===== src/rtl/uart_rx.sv =====
// 8N1 UART receiver with 16x oversampling: 2-flop line synchronizer,
// mid-bit sampling FSM, registered done / frame-error strobes.
module uart_rx #(
  parameter int unsigned NB_DATA = 8,
  parameter int unsigned SB_TICK = 16,
  parameter int unsigned NB_TICK = 4,
  parameter int unsigned NB_BITS = 3
) (
  input  logic               i_clock,
  input  logic               i_reset,
  input  logic               i_tick,
  input  logic               i_rx,
  output logic [NB_DATA-1:0] o_data,
  output logic               o_rx_done,
  output logic               o_frame_error
);

  typedef enum logic [1:0] {
    IDLE,
    START,
    DATA,
    STOP
  } state_e;

  localparam logic [NB_TICK-1:0] MID_TICK  = NB_TICK'(7);
  localparam logic [NB_TICK-1:0] LAST_TICK = NB_TICK'(15);
  localparam logic [NB_TICK-1:0] STOP_TICK = NB_TICK'(SB_TICK - 1);
  localparam logic [NB_BITS-1:0] LAST_BIT  = NB_BITS'(NB_DATA - 1);

  state_e               state_q, state_d;
  logic                 rx_meta_q, rx_s_q;
  logic [NB_TICK-1:0]   s_q, s_d;
  logic [NB_BITS-1:0]   n_q, n_d;
  logic [NB_DATA-1:0]   b_q, b_d;
  logic [NB_DATA-1:0]   data_q, data_d;
  logic                 done_q, done_d;
  logic                 ferr_q, ferr_d;

  always_ff @(posedge i_clock) begin
    if (i_reset) begin
      state_q   <= IDLE;
      rx_meta_q <= 1'b1;
      rx_s_q    <= 1'b1;
      s_q       <= '0;
      n_q       <= '0;
      b_q       <= '0;
      data_q    <= '0;
      done_q    <= 1'b0;
      ferr_q    <= 1'b0;
    end else begin
      state_q   <= state_d;
      rx_meta_q <= i_rx;
      rx_s_q    <= rx_meta_q;
      s_q       <= s_d;
      n_q       <= n_d;
      b_q       <= b_d;
      data_q    <= data_d;
      done_q    <= done_d;
      ferr_q    <= ferr_d;
    end
  end

  always_comb begin
    state_d = state_q;
    s_d     = s_q;
    n_d     = n_q;
    b_d     = b_q;
    data_d  = data_q;
    done_d  = 1'b0;
    ferr_d  = 1'b0;
    unique case (state_q)
      IDLE: begin
        // Start edge is taken on any clock, not only on a tick.
        if (!rx_s_q) begin
          s_d     = '0;
          state_d = START;
        end
      end
      START: begin
        if (i_tick) begin
          if (s_q == MID_TICK) begin
            if (!rx_s_q) begin
              s_d     = '0;
              n_d     = '0;
              state_d = DATA;
            end else begin
              state_d = IDLE;
            end
          end else begin
            s_d = s_q + NB_TICK'(1);
          end
        end
      end
      DATA: begin
        if (i_tick) begin
          if (s_q == LAST_TICK) begin
            s_d = '0;
            b_d = {rx_s_q, b_q[NB_DATA-1:1]};
            if (n_q == LAST_BIT) begin
              state_d = STOP;
            end else begin
              n_d = n_q + NB_BITS'(1);
            end
          end else begin
            s_d = s_q + NB_TICK'(1);
          end
        end
      end
      STOP: begin
        if (i_tick) begin
          if (s_q == STOP_TICK) begin
            if (rx_s_q) begin
              data_d = b_q;
              done_d = 1'b1;
            end else begin
              ferr_d = 1'b1;
            end
            state_d = IDLE;
          end else begin
            s_d = s_q + NB_TICK'(1);
          end
        end
      end
      default: state_d = IDLE;
    endcase
  end

  assign o_data        = data_q;
  assign o_rx_done     = done_q;
  assign o_frame_error = ferr_q;

endmodule


===== config.mk =====
export PLATFORM = sky130hd
export DESIGN_NAME = uart_rx
export DESIGN_NICKNAME = d
export VERILOG_FILES = /design/src/rtl/uart_rx.sv
export SDC_FILE = /design/constraint.sdc
export NUM_CORES = 1
export LEC_CHECK = 0
export BUFFER_PORTS_ARGS = -buffer_cell sky130_fd_sc_hd__buf_4
export CAP_MARGIN = 20
export CORE_ASPECT_RATIO = 2
export CORE_UTILIZATION = 34
export CTS_BUF_LIST = sky130_fd_sc_hd__clkbuf_8
export DETAILED_ROUTE_END_ITERATION = 10
export SYNTH_ARGS = -nofsm -noshare
export SYNTH_HDL_FRONTEND = slang
export SYNTH_SLANG_ARGS = --single-unit

===== constraint.sdc =====
create_clock -name i_clock -period 1.8 [get_ports i_clock]
set_input_delay 0.09 -clock i_clock [delete_from_list [all_inputs] [get_ports i_clock]]
set_output_delay 0.09 -clock i_clock [all_outputs]
set_load 0.02 [all_outputs]

==> qor.csv, run 1 <==
metric,value,unit
status,"complete, no violations",
nets@finish,160,
Diodes inserted,0,
Rows,32,
mux contribution to synthesized area,13.2,%
Post-Synth Adder-Cell Area,2.74,%
Vias,992,
TritonCTS clock tree,built,
CTS Root Cell,clkbuf_8,
worst skew pair latency,0.28,ns
ys async rst share,0,%
sinks on the clock net,29,
die height,91.7,um
sequential fraction of the synthesis area,42.4,%
"Primary FF master, synth",dfxtp_1,
Clock Path Buffers,2,
Area Overhead vs Synth,19.2,%
via/cell ratio,4.84,
period utilization,88.9,%
CP Max Fanout,10,
setup TNS,0,ns
CP bufs+invs,0,
Hold WC Path Type,in2reg,
R2R cell count,5,
# setup viols final,0,
Crit path largest cell delay,0.36,ns
DRC viols,0,
largest family of logic cells by synthesized area,simple AND/OR/NAND/NOR gates,
number of global-route vias before repair,1001,
"EDFF count, synth",0,
Max Fclk,625,MHz
Ports,14,
Cell variety after synth,38,
Die X,46.9,um
worst endpoint required time,1.96,ns
Ys Warns,0,
leakage,0.644,nW
Reg2Reg Setup Slack,0.20,ns
RSZ-0062 raised after global routing,false,
Final Skew,0.00588,ns
gr ovfl total,0,
placed instance count,196,
CP Launch Type,register,
Final Max Slew Viols,0,
WL final,2610,um
H-tree lvl count,2,
worst vdd ir,0.796,mV
CTS Buf Count,5,
I/O Buffers,13,
critical-path cell list,ha_2 > and4_1 > nand4_4 > mux2i_1 > nor2_1,
CORE AREA,3840,um^2
initial antenna violation count,0,
"non-filler cells, final",205,
Post-Syn Nets,143,
Die ar.,4300,um^2
max-capacitance violation count,0,
Worst Max-Slew Pin Slew,0.392,ns
DP Wirelength,1870,um
pin count of the biggest net entering global routing,33,
Mapped Cells,136,
ANT nets after route,0,
XOR/XNOR Fraction of Synth Area,2.01,%
final hold vios,0,
gpl congestion,0.733,
global-route wire length before repair,4560,um
Initial DRC Count,25,
Slew HR,73.8,%
WL/cell,12.7,um
flip-flop and latch count after synthesis,29,
Slowest cell on crit path,dfxtp_1,
WHS,0.169,ns
Compound-Gate Fraction of Synth Area,13.3,%
Top delay family on crit path,simple AND/OR/NAND/NOR gates,
Syn Area/Cell,10.1,um^2
GRT Overall Usage,14.5,%
initial core utilization,35.6,%
Power per Cell Area,845,nW/um^2
share of cells above drive strength 1,25.3,%
Netlist Area Pre-Place,1370,um^2
WHS Path Cells,3,
WS Path Type,reg2reg,
Clock transition at path regs,0.06,ns
buffer count from post-CTS setup fixing,0,
fin crit period,1.60,ns
Initial DRT Pass Iterations,4,
Crit path depth,5,
Worst Setup End Kind,register,
CP Data Arrival Time,1.76,ns
simple-gate share of the synthesized area,20.3,%
-- worst paths after layout --
kind,startpoint,endpoint
worst min register to register,rx_meta_q,rx_s_q
worst max register to register,s_q[1],o_data[6]
worst min-delay path,i_tick,s_q[2]
worst max-delay path,s_q[1],o_data[6]
-- cell families after synthesis --
group	count (synthesis)
flops	29
compound gates	21
fa+ha+maj	3
mux	18
buf+inv	13
xor+xnor	1
simple gates	51
-- layer usage --
metal  wire length [um]  GRT usage (%)  part of all wire, %
met4                 65           7.62                  2.5
met1               1110           17.1                   42
met3                 69           3.15                  2.6
met2               1370           23.1                   52
met5                  0              0                    0
-- registers in the layout, indices dropped and copies added, names as in the netlist, named ones only --
| register | cells |
|---|---|
| state_q | 1 |
| n_q | 3 |
| rx_meta_q | 1 |
| o_data | 8 |
| rx_s_q | 1 |
| s_q | 4 |
| b_q | 8 |
| o_rx_done | 1 |
| o_frame_error | 1 |
-- worst min-delay path: cells and delay by family --
kind | cells | cell delay (ns)
buffers and inverters | 1 | 0.14
AOI/OAI and AO/OA | 2 | 0.16
-- final cells by class --
type | count | area [um^2]
sequential | 29 | 581
clock buffer | 6 | 82.6
inverter | 3 | 11.3
fill | 409 | 2210
timing repair buffer | 20 | 153
tap | 51 | 63.8
multi-input combinational | 94 | 707
clock inverter | 2 | 33.8
-- power breakdown --
part           leakage (nW)  switching (mW)  total (mW)  internal (mW)
clock                0.0626           0.235       0.680          0.445
sequential            0.234         0.00679       0.653          0.646
combinational         0.347          0.0269      0.0465         0.0196
-- metrics by stage --
| stage | instance area, um^2 | setup slack (ns) | util, % | power (mW) |
|---|---|---|---|---|
| 6_report | 1630 | 0.199 | 42.4 | 1.38 |
| 5_1_grt | 1630 | 0.0449 | 42.4 | 1.44 |
| 4_1_cts | 1630 | 0.0948 | 42.4 | 1.40 |
| 3_5_place_dp | 1500 | 0.110 | 39.1 | 0.712 |
| 3_3_place_gp | 1500 | 0.172 | 39.1 | 0.711 |
| 2_1_floorplan | 1370 | 0.272 | - | 0.697 |
-- placed cells by master (no fill, tap or decap), drive strengths merged, types with 2 or more instances in the layout --
| cell | count |
|---|---|
| a21oi | 3 |
| ha | 3 |
| or2 | 2 |
| o211ai | 2 |
| nor2 | 21 |
| nand2 | 4 |
| buf | 19 |
| o21ai | 6 |
| inv | 4 |
| nand3 | 6 |
| dfxtp | 29 |
| clkbuf | 6 |
| mux2i | 18 |
| nand2b | 5 |
| a211oi | 4 |
| a31oi | 2 |
| nand4 | 2 |
| nor3 | 6 |
-- cell usage after synthesis (2+ instances only) --
library cell / instances / share of area (%)
a21oi_1: 3 / 1.1
buf_4: 4 / 2.2
a211oi_1: 3 / 1.6
dfxtp_1: 29 / 42
ha_1: 3 / 2.7
nand3_1: 6 / 2.2
o211ai_1: 2 / 1.1
o21ai_0: 5 / 1.8
nand2_1: 4 / 1.1
clkbuf_1: 3 / 0.82
inv_1: 2 / 0.55
mux2i_1: 18 / 13
nor2_1: 20 / 5.5
or2_2: 2 / 0.91
nor3_1: 5 / 1.8
nand2b_1: 5 / 2.3
-- what timing repair did --
item | CTS | global route
hold endpoints to repair | 1 | 0
endpoints found under the setup margin | 0 | 9
hold buffers | 1 | 0
gates resized for setup | 0 | 1
Power figures use the tool's default switching activity.
==> run 2, diff against run 1 <==
--- a/config.mk
+++ b/config.mk
@@ -11,6 +11,7 @@
 export CORE_UTILIZATION = 34
 export CTS_BUF_LIST = sky130_fd_sc_hd__clkbuf_8
 export DETAILED_ROUTE_END_ITERATION = 10
+export PLACE_DENSITY = 0.51
 export SYNTH_ARGS = -nofsm -noshare
 export SYNTH_HDL_FRONTEND = slang
 export SYNTH_SLANG_ARGS = --single-unit
==> run 2 against run 1 <==
Combinational power up 1%. Critical endpoint is now n_q[1]. Largest power group is now registers. Fmax shrank 0.46%. Critical path depth unchanged. Sequential power barely moved. Clock-buffer cell count unchanged. Global-route usage shrank 0.13 points. Sequential share of layout area rose by 0.50 points. First-iteration DRC count decreased by 60%. Die area did not move. Non-clock buffer count up 1.
==> qor.csv, run 2 (synthesis gave the netlist of run 1 again) <==
metric,value,unit,change
gr ovfl total,0,,unchanged
max-capacitance violation count,0,,unchanged
initial core utilization,35.6,%,unchanged
Max Fclk,622,MHz,-0.46%
Crit path largest cell delay,0.43,ns,+0.07 ns
worst vdd ir,0.460,mV,-42%
Multi-input gate area,707,um^2,unchanged
Hold WC Path Type,in2reg,,
CORE AREA,3840,um^2,unchanged
share of cells above drive strength 1,25.3,%,unchanged
WL final,2690,um,+3.1%
RR Endpoint,n_q[1],,
Die X,46.9,um,unchanged
Top delay family on crit path,simple AND/OR/NAND/NOR gates,,
I/O Buffers,13,,unchanged
Worst Setup EP,n_q[1],,
Clock Path Buffers,2,,unchanged
RSZ-0062 raised after global routing,false,,
Storage cell area,581,um^2,unchanged
GRT Overall Usage,14.4,%,-0.13 points
die height,91.7,um,unchanged
worst skew pair latency,0.27,ns,about the same
fin crit period,1.61,ns,+0.00746 ns
most frequent cells in the layout,"dfxtp_1, nor2_1, buf_4",,
CTS Buf Count,5,,unchanged
gpl congestion,0.792,,+8.0%
Vias,1021,,+2.9%
placed instance count,197,,+0.51%
"non-filler cells, final",205,,unchanged
via/cell ratio,4.98,,+2.9%
Reg2Reg Setup Slack,0.19,ns,about the same
hold path startpoint,i_tick,,
setup TNS,0,ns,unchanged
Initial DRC Count,10,,-60%
Worst Max-Slew Pin Slew,0.425,ns,+0.0330 ns
global-route wire length before repair,4400,um,-3.6%
Clock transition at path regs,0.06,ns,about the same
DP Wirelength,2010,um,+7.4%
Die ar.,4300,um^2,unchanged
WL/cell,13.1,um,+3.1%
"most common cell after layout, fill and taps aside",dfxtp_1,,
period utilization,89.3,%,+0.41 points
Rows,32,,unchanged
ANT nets after route,0,,unchanged
Worst Setup End Kind,register,,
CP bufs+invs,1,,+1
Final Skew,0.00176,ns,-0.00412 ns
nets@finish,161,,+0.63%
TritonCTS clock tree,built,,
CTS Root Cell,clkbuf_8,,
DRC viols,0,,unchanged
buffer count from post-CTS setup fixing,0,,unchanged
pin count of the biggest net entering global routing,33,,unchanged
Initial DRT Pass Iterations,4,,unchanged
Power per Cell Area,756,nW/um^2,-11%
Area Overhead vs Synth,17.6,%,
status,"complete, no violations",,
H-tree lvl count,2,,unchanged
R2R cell count,5,,unchanged
final hold vios,0,,unchanged
Slowest cell on crit path,dfxtp_1,,
CP Max Fanout,11,,+1
initial antenna violation count,0,,unchanged
Ports,14,,unchanged
Diodes inserted,0,,unchanged
number of global-route vias before repair,978,,-2.3%
WS Path Type,reg2reg,,
leakage,0.636,nW,-1.3%
CP Launch Type,register,,
CP Data Arrival Time,1.81,ns,+0.05 ns
Crit path depth,5,,unchanged
worst endpoint required time,2.00,ns,+0.04 ns
# setup viols final,0,,unchanged
sinks on the clock net,29,,unchanged
Fill cells,422,,+3.2%
Slew HR,71.6,%,-2.2 points
critical-path cell list,buf_4 > nor2_1 > o2bb2ai_1 > nor3b_2 > mux2i_1,,
Final Max Slew Viols,0,,unchanged
==> run 2: changes by cell type in the layout (fill, tap and decap cells not counted), sizes merged <==
cell and delta:
bufinv -1, buf +1
==> run 2: power breakdown <==
group / switching, mW / internal, mW
clock: 0.220 / 0.296
combinational: 0.0275 / 0.0196
sequential: 0.00721 / 0.646
total: 0.255 / 0.963
==> run 2: how the worst min path moves through the flow <==
stage | end | cells after the start
floorplan | rx_meta_q | 1
global placement | rx_meta_q | 2
detailed placement | rx_meta_q | 2
CTS | s_q[2] | 3
global route | s_q[2] | 3
finish | s_q[2] | 3
==> run 2: repair_timing <==
action                     4_1_cts  5_1_grt
setup endpoints to repair        0       15
hold endpoints to repair         1        0
resized for setup                0        1
hold buffers                     1        0
==> run 2: area by class of cell <==
class / count / share of cell area (%)
Clock buffer: 6 / 5.13
Clock inverter: 1 / 0.233
Inverter: 3 / 0.700
Multi-Input combinational cell: 94 / 43.9
Sequential cell: 29 / 36.1
Tap cell: 51 / 3.97
Timing Repair Buffer: 21 / 9.95
==> run 2: per-layer routing <==
metal  share of wire (%)  vias up  wire length (um)  global-route usage [%]
li1                    -      509                 -                       -
met4                 4.5        0               120                    10.0
met1                  39      482              1050                    15.4
met5                   0        -                 0                       0
met2                  53       18              1440                    22.8
met3                 3.2       12                87                    3.74
==> run 2: through the flow <==
stage               cell area (um^2)  worst slack, ns  utilization (%)  power [mW]  hold WS [ns]
detailed placement              1510            0.102             39.3       0.714         0.292
finish                          1610            0.192             41.9        1.22         0.178
floorplan                       1370            0.272                -       0.697         0.194
global route                    1610           0.0507             41.9        1.27         0.183
global placement                1510            0.138             39.3       0.713         0.277
CTS                             1610           0.0857             41.8        1.24         0.179
==> run 2: worst min-delay path, delay by kind of cell <==
family	cells	cell delay [ns]
compound gates	2	0.16
buf+inv	1	0.14
==> run 3, diff against run 2 <==
--- a/config.mk
+++ b/config.mk
@@ -11,7 +11,7 @@
 export CORE_UTILIZATION = 34
 export CTS_BUF_LIST = sky130_fd_sc_hd__clkbuf_8
 export DETAILED_ROUTE_END_ITERATION = 10
-export PLACE_DENSITY = 0.51
+export PLACE_DENSITY = 0.53
 export SYNTH_ARGS = -nofsm -noshare
 export SYNTH_HDL_FRONTEND = slang
 export SYNTH_SLANG_ARGS = --single-unit
==> constraint.sdc (replaced) <==
create_clock -name i_clock -period 1.3 [get_ports i_clock]
set_input_delay 0.065 -clock i_clock [delete_from_list [all_inputs] [get_ports i_clock]]
set_output_delay 0.065 -clock i_clock [all_outputs]
set_load 0.02 [all_outputs]
==> run 3 against run 2 <==
Combinational power is 91% higher. Sequential share of layout area is 3.7 points lower. Clock skew is 0.0053 ns higher. Sequential power is 38% higher. Die area stayed put. Clock-buffer cell count stayed put. The run now ends with setup timing left. Design area is 13% higher.
==> qor.csv, run 3 (synthesis gave the netlist of run 1 again) <==
metric,value,unit,change
status,finished with violations,,
failing checks,setup timing,,
initial core utilization,35.6,%,unchanged
Final Skew,0.00711,ns,+0.00535 ns
initial antenna violation count,0,,unchanged
via/cell ratio,4.95,,-0.52%
# setup viols final,23,,+23
final hold vios,0,,unchanged
TritonCTS clock tree,built,,
Max Fclk,690,MHz,+11%
CP Max Fanout,7,,-4
gpl congestion,0.825,,+4.2%
Fill cells,386,,-8.5%
Ports,14,,unchanged
WS Path Type,reg2reg,,
Hold WC Path Type,in2reg,,
Vias,1095,,+7.2%
H-tree lvl count,2,,unchanged
die height,91.7,um,unchanged
Clock transition at path regs,0.07,ns,about the same
Initial DRT Pass Iterations,4,,unchanged
pin count of the biggest net entering global routing,33,,unchanged
DP Worst Slack,-0.192,ns,-0.295 ns
WL final,3250,um,+21%
Clock Path Buffers,2,,unchanged
Area Overhead vs Synth,33.4,%,
Slew HR,69.5,%,-2.1 points
max-capacitance violation count,0,,unchanged
GRT Overall Usage,17.4,%,+3.1 points
RSZ-0062 raised after global routing,true,,
I/O Buffers,13,,unchanged
share of cells above drive strength 1,40.0,%,+15 points
ANT nets after route,0,,unchanged
most frequent cells in the layout,"buf_4, dfxtp_1, nor2_1",,
CP Launch Type,register,,
number of global-route vias before repair,1161,,+19%
placed instance count,211,,+7.1%
CORE AREA,3840,um^2,unchanged
Power per Cell Area,1070,nW/um^2,+42%
DP Wirelength,2350,um,+17%
CTS Root Cell,clkbuf_8,,
WL/cell,14.7,um,+12%
Diodes inserted,0,,unchanged
Die X,46.9,um,unchanged
worst skew pair latency,0.28,ns,about the same
nets@finish,176,,+9.3%
Worst Max-Slew Pin Slew,0.457,ns,+0.0321 ns
fin worst setup slack,-0.150,ns,-0.342 ns
gr ovfl total,0,,unchanged
Worst Setup End Kind,register,,
DRC viols,0,,unchanged
worst vdd ir,0.907,mV,+97%
total power,1.96,mW,+61%
Final Max Slew Viols,0,,unchanged
"non-filler cells, final",221,,+7.8%
leakage,0.738,nW,+16%
worst endpoint required time,1.45,ns,-0.55 ns
CTS Buf Count,5,,unchanged
final core occ,47.5,%,+5.6 points
CP Data Arrival Time,1.59,ns,-0.22 ns
period utilization,112,%,+22 points
Rows,32,,unchanged
"most common cell after layout, fill and taps aside",buf_4,,
Initial DRC Count,16,,+6
Die ar.,4300,um^2,unchanged
sinks on the clock net,29,,unchanged
fin crit period,1.45,ns,-0.158 ns
global-route wire length before repair,5240,um,+19%
run 3: cell types whose count changed in the layout (fill, tap and decap cells not counted), sizes merged:
cell / before / now
buf: 20 / 35
bufinv: 0 / 1
run 3: metrics by stage:
step,TNS (ns),hold WS [ns],area (um^2)
finish,-2.14,0.146,1830
global route,-4.01,0.170,1830
CTS,-1.37,0.159,1800
detailed placement,-1.96,0.253,1640
global placement,-1.54,0.251,1640
floorplan,-1.42,0.169,1410
run 3: worst paths after layout:
kind | endpoint | start | cells after the start | slack, ns
max | s_q[2] | s_q[0] | 5 | -0.15
min | b_q[1] | i_reset | 2 | 0.15
max reg2reg | s_q[2] | s_q[0] | 5 | -0.15
min reg2reg | rx_s_q | rx_meta_q | 1 | 0.41
run 3: metal layers:
layer  GRT usage, %  wire length (um)  vias to the layer above
met2           31.6              1920                       22
met3           4.13                85                       11
met5              0                 0                        -
met4           9.29               107                        0
met1           16.2              1140                      522
li1               -                 -                      540
run 3: cell type report:
cell class                 instances  area [um^2]  share of cell area, %
timing repair buffer              36          277                   15.1
inverter                           3         11.3                  0.617
tap                               51         63.8                   3.50
sequential                        29          591                   32.4
clock inverter                     2         33.8                   1.85
multi-input combinational         94          767                   42.0
clock buffer                       6         82.6                   4.52
run 3: critical path, stage by stage (launching register included):
cell and delay [ns]:
dfxtp_4 0.36, ha_4 0.18, nand4_1 0.11, a21boi_2 0.08
a2111oi_4 0.44, a221oi_2 0.14
run 3: what timing repair did:
action,CTS,global route
gates resized for setup,6,7
setup buffers,2,1
hold endpoints to repair,1,0
setup endpoints to repair,24,26
hold buffers,1,0
pin swaps,2,3
run 3: power breakdown:
group	switching (mW)	internal, mW
Sequential	0.00749	0.894
Combinational	0.0491	0.0409
Clock	0.354	0.616
